`src/rtl/mio_bus_ctrl_pkg.sv`:
```
// mio_bus_ctrl_pkg: FSM states, region decode constants, select indices and default RAM latency
package mio_bus_ctrl_pkg;
  typedef enum logic [1:0] {IDLE, RAM_WAIT, DONE} state_t;
  localparam int RAM_LAT_DEF = 2;
  localparam logic [31:0] RAM_BASE = 32'h0000_0000;
  localparam logic [31:0] RAM_MASK = 32'hFFFF_F000;
  localparam logic [31:0] GPIO_BASE = 32'hE000_0000;
  localparam logic [31:0] GPIO_MASK = 32'hF000_0000;
  localparam logic [31:0] CNT_BASE = 32'hF000_0000;
  localparam logic [31:0] CNT_MASK = 32'hF000_0000;
  localparam int SEL_RAM = 0;
  localparam int SEL_GPIO = 1;
  localparam int SEL_CNT = 2;
  localparam int SEL_NONE = 3;
endpackage

```
`src/rtl/mio_addr_dec.sv`:
```
// mio_addr_dec: i_addr byte address -> o_sel one-hot {none, counter, gpio, ram}
module mio_addr_dec
  import mio_bus_ctrl_pkg::*;
(
  input  logic [31:0] i_addr,
  output logic [3:0]  o_sel
);
  assign o_sel[SEL_RAM] = (i_addr & RAM_MASK) == RAM_BASE;
  assign o_sel[SEL_GPIO] = (i_addr & GPIO_MASK) == GPIO_BASE;
  assign o_sel[SEL_CNT] = (i_addr & CNT_MASK) == CNT_BASE;
  assign o_sel[SEL_NONE] = ~|o_sel[SEL_CNT:SEL_RAM];
endmodule

```
`src/rtl/mio_bus_ctrl.sv`:
```
// mio_bus_ctrl: CPU MemRead/MemWrite bridge to RAM (RAM_LAT wait), GPIO and counter with MIO_ready pulse and sticky addr_err
module mio_bus_ctrl
  import mio_bus_ctrl_pkg::*;
#(
  parameter int RAM_LAT = RAM_LAT_DEF
) (
  input  logic        clk,
  input  logic        reset,
  input  logic        MemRead,
  input  logic        MemWrite,
  input  logic [31:0] cpu_addr,
  input  logic [31:0] cpu_wdata,
  output logic [31:0] cpu_rdata,
  output logic        MIO_ready,
  output logic [9:0]  ram_addr,
  output logic [31:0] ram_din,
  output logic        ram_we,
  input  logic [31:0] ram_dout,
  input  logic [31:0] gpio_in,
  output logic        gpio_we,
  input  logic [31:0] cnt_val,
  output logic        cnt_we,
  output logic [31:0] periph_wdata,
  output logic        addr_err
);
  state_t r_state, w_next;
  logic [1:0] r_wait, w_wait;
  logic [3:0] w_sel;
  logic [31:0] r_rdata, r_pwdata;
  logic r_err;
  logic w_launch, w_rd, w_cap;
  mio_addr_dec u_dec (.i_addr(cpu_addr), .o_sel(w_sel));
  assign w_rd = MemRead & ~MemWrite;
  assign w_launch = (r_state == IDLE) & (MemRead | MemWrite);
  assign w_cap = (r_state == RAM_WAIT) & MemRead & (r_wait == 2'd0);
  assign ram_addr = cpu_addr[11:2];
  assign ram_din = cpu_wdata;
  assign ram_we = w_launch & MemWrite & w_sel[SEL_RAM] & ~reset;
  assign gpio_we = w_launch & MemWrite & w_sel[SEL_GPIO] & ~reset;
  assign cnt_we = w_launch & MemWrite & w_sel[SEL_CNT] & ~reset;
  assign MIO_ready = r_state == DONE;
  assign cpu_rdata = r_rdata;
  assign periph_wdata = r_pwdata;
  assign addr_err = r_err;
  always_ff @(posedge clk) begin
    if (reset) begin
      r_state <= IDLE;
      r_wait <= 2'd0;
    end else begin
      r_state <= w_next;
      r_wait <= w_wait;
    end
  end
  always_comb begin
    w_next = r_state;
    w_wait = r_wait;
    case (r_state)
      IDLE: if (w_launch) begin
        w_next = (w_rd & w_sel[SEL_RAM]) ? RAM_WAIT : DONE;
        w_wait = 2'(RAM_LAT - 1);
      end
      RAM_WAIT: begin
        w_next = !MemRead ? IDLE : (r_wait == 2'd0) ? DONE : RAM_WAIT;
        w_wait = (r_wait == 2'd0) ? r_wait : r_wait - 2'd1;
      end
      default: w_next = IDLE;
    endcase
  end
  always_ff @(posedge clk) begin
    if (reset) begin
      r_rdata <= '0;
      r_pwdata <= '0;
      r_err <= 1'b0;
    end else begin
      if (w_launch & w_rd & ~w_sel[SEL_RAM])
        r_rdata <= w_sel[SEL_GPIO] ? gpio_in : w_sel[SEL_CNT] ? cnt_val : '0;
      else if (w_cap)
        r_rdata <= ram_dout;
      if (w_launch & MemWrite & (w_sel[SEL_GPIO] | w_sel[SEL_CNT]))
        r_pwdata <= cpu_wdata;
      if (w_launch & w_sel[SEL_NONE])
        r_err <= 1'b1;
    end
  end
endmodule

```
`config.mk`:
```
export PLATFORM = sky130hd
export DESIGN_NAME = mio_bus_ctrl
export DESIGN_NICKNAME = d
export VERILOG_FILES = /design/src/rtl/mio_bus_ctrl_pkg.sv /design/src/rtl/mio_addr_dec.sv /design/src/rtl/mio_bus_ctrl.sv
export SDC_FILE = /design/constraint.sdc
export NUM_CORES = 1
export LEC_CHECK = 0
export ABC_AREA = 1
export BUFFER_PORTS_ARGS = -buffer_cell sky130_fd_sc_hd__buf_2
export CELL_PAD_IN_SITES_DETAIL_PLACEMENT = 0
export CELL_PAD_IN_SITES_GLOBAL_PLACEMENT = 1
export CORE_MARGIN = 1
export CORE_UTILIZATION = 29
export DETAILED_ROUTE_END_ITERATION = 16
export HOLD_SLACK_MARGIN = 0.12
export PLACE_DENSITY = 0.82
export SLEW_MARGIN = 20
export SYNTH_ARGS = -nofsm -noshare
export SYNTH_HDL_FRONTEND = slang
export SYNTH_SLANG_ARGS = --single-unit
```
`constraint.sdc`:
```
create_clock -name clk -period 3.5 [get_ports clk]
set_input_delay 0.7 -clock clk [delete_from_list [all_inputs] [get_ports clk]]
set_output_delay 0.7 -clock clk [all_outputs]
set_load 0.005 [all_outputs]
```
==> flow_summary.ini <==
[run_status]
status = finished clean

[cts]
clockRootBuffer = clkbuf_16
numCtsBuffers = 9
cts_sinks = 69
clockBufferDepth = 2
post_cts_resized = 0
cts_hold_buf = 0
post_cts_buffers = 0
clk_pin_slew_ns = 0.05
clkLatencyLatePin_ns = 0.33
htreeDepth = 3
cts_tree = done

[power_and_ir_drop]
ir_worst_vdd_v = 0.000236
total_leakage_power_nw = 2.95
powerDensity_nw_per_um2 = 406
power_mw = 2.22

[synthesis]
synth.most_common_cell = nor2_1
syn_inst = 636
yosys-top-cells-count = nor2_1, nand2_1, nand3_1, dfxtp_1, buf_4
ys_ff_latch = 69
syn_nets = 801
yosysTopAreaCell = dfxtp_1
syn-mean-instance-area_um2 = 6.45
synth-edff-count = 0
synth_flop_cell = dfxtp_1
async_reset_ff_frac = 0
yosysSeqAreaShare = 0.337
ys_warn_count = 0
synth_area_um2 = 4100
ys_types = 28
netlist.area_leader.share = 0.337
ys_top_cells_by_area = dfxtp_1, nor2_1, nand2_1, nand3_1, buf_4

[global_route]
grt_pass1_wl_mm = 20.6
grt_pass1_vias = 4172
antenna_found_initial = 1
overflow = 0
grt_max_degree = 67
grtUsageTotal = 0.179

[critical_path]
critical_path_class = in2out
r2r_start = r_state[0]$_SDFFE_PP0P_
cp_max_fo = 15
worst_r2r_endpoint = cpu_rdata[1]$_SDFFE_PP0P_
rrSetupSlack_ns = 1.43
cp.arrival_ns = 1.73
start_kind = input pin
r2r_cells = 7
endpoint_kind = primary output
cp_data_required_time_ns = 2.80

[floorplan]
die_w_um = 121
rows = 43
initial_core_util = 0.297
die_h_um = 121
die_area_um2 = 14600
core_um2 = 13800
io-pin-count = 275

[cells_and_area]
num-fill-cells = 1576
drive_above_1_share = 0.349
final_util = 0.394
diodes = 0
final_nets = 986
final_cell_area_um2 = 5450
area_growth_pct = 32.9

[timing]
max_freq_ghz = 0.411
fin_worst_skew_ns = 0.00504
postLayoutSetupSlackWorst_ns = 1.07
relSlewSlack = 0.366
tightest_slew_ns = 0.948
rsz0062_at_grt = no
fin_crit_sh = 0.696
period_minus_slack_ns = 2.43
fin_tns_setup_ns = 0
hold_viol = 0
final-max-slew-violation-count = 0
finalSetupViolations = 0

[route]
first_iter_violations = 148
wl_per_cell_um = 12.7
drc = 0
viasPerCell = 4.54
vias = 4571
firstDrtPassIters = 4
ant_nets = 0
routed_wl_mm = 12.8

[worst_hold_path]
hold_depth = 2
min-delay-start = periph_wdata[0]$_SDFFE_PP0P_
min_to = periph_wdata[0]$_SDFFE_PP0P_
min-delay-path-class = reg2reg

[placement]
dpl.hpwl_mm = 9.27
portBuffers = 252
pre_cts_ws_ns = 0.797
gp_congestion = 0.729
place_area_um2 = 5130

[flow_run]
cap_violations = 0
routing by layer:
layer  wire, um  GRT usage  share of wire  vias to the layer above
li1           -          -              -                     2383
met1       5360      0.209           0.42                     1995
met5         10          0        0.00078                        -
met4        176     0.0579          0.014                        2
met2       6190      0.316           0.48                      176
met3       1040     0.0456          0.081                       15
layout by cell type, fill, tap and decap left out, types with 2 or more instances in the layout:
master,Yosys,routed
nand3_1,99,98
a21oi_1,5,5
inv_2,1,2
clkinv_2,1,3
dfxtp_1,69,69
nand3b_1,32,32
buf_4,45,9
nor2_4,2,3
clkbuf_16,0,9
nand2_1,137,137
buf_2,18,252
nor3_1,3,3
nor2_1,146,145
bufinv_16,0,2
o21ai_0,32,32
inv_1,11,10
state kept, by name (all words and copies together) (netlist names):
name and cells:
r_state 2, cpu_rdata 32, periph_wdata 32, r_wait 2, addr_err 1
logic make-up (layout without fill, tap and decap cells):
logic type | Yosys count | count (layout) | share of synthesized area
adder cells (fa/ha/maj) | 1 | 1 | 0.00305
AO/OA/AOI/OAI | 42 | 42 | 0.0570
flip-flops | 69 | 69 | 0.337
buffers and inverters | 100 | 290 | 0.144
AND/OR/NAND/NOR | 424 | 424 | 0.459
final cells by class:
| cell class | count | area [um2] | share of cell area |
|---|---|---|---|
| Clock buffer | 10 | 239 | 0.0438 |
| Sequential cell | 69 | 1380 | 0.253 |
| Timing Repair Buffer | 261 | 1330 | 0.244 |
| Inverter | 13 | 50.0 | 0.00918 |
| Tap cell | 180 | 225 | 0.0413 |
| Multi-Input combinational cell | 467 | 2140 | 0.393 |
| Clock inverter | 6 | 86.3 | 0.0158 |
critical path: stages:
cell,delay [ns]
buf_2,0.09
nor2_1,0.09
nand2_1,0.06
nor2_1,0.22
nand3_4,0.26
nor2_1,0.17
buf_2,0.13
power by group:
group | switching [mW] | internal (mW) | total [mW]
Clock | 0.347 | 0.642 | 0.989
Sequential | 0.0171 | 0.829 | 0.846
Combinational | 0.205 | 0.175 | 0.380
Total | 0.569 | 1.65 | 2.22
through the flow:
stage	hold WS, ns	std cells
after floorplan	0.441	636
after global placement	0.455	990
after CTS	0.479	1006
final	0.474	1006
after detailed placement	0.465	990
after global routing	0.501	1006
worst max path at each step:
stage                  from  slack, ns  cells past startpoint                   endpoint
6_report       cpu_addr[17]       1.07                      7                     ram_we
2_1_floorplan  cpu_addr[28]       1.24                      7                     ram_we
4_1_cts        cpu_addr[17]       1.06                      7                     ram_we
5_1_grt        cpu_addr[19]       0.89                      7                     ram_we
3_5_place_dp   cpu_addr[17]       0.80                      8  cpu_rdata[1]$_SDFFE_PP0P_
3_3_place_gp   cpu_addr[19]       0.83                      8  cpu_rdata[1]$_SDFFE_PP0P_
Power figures use the tool's default switching activity.
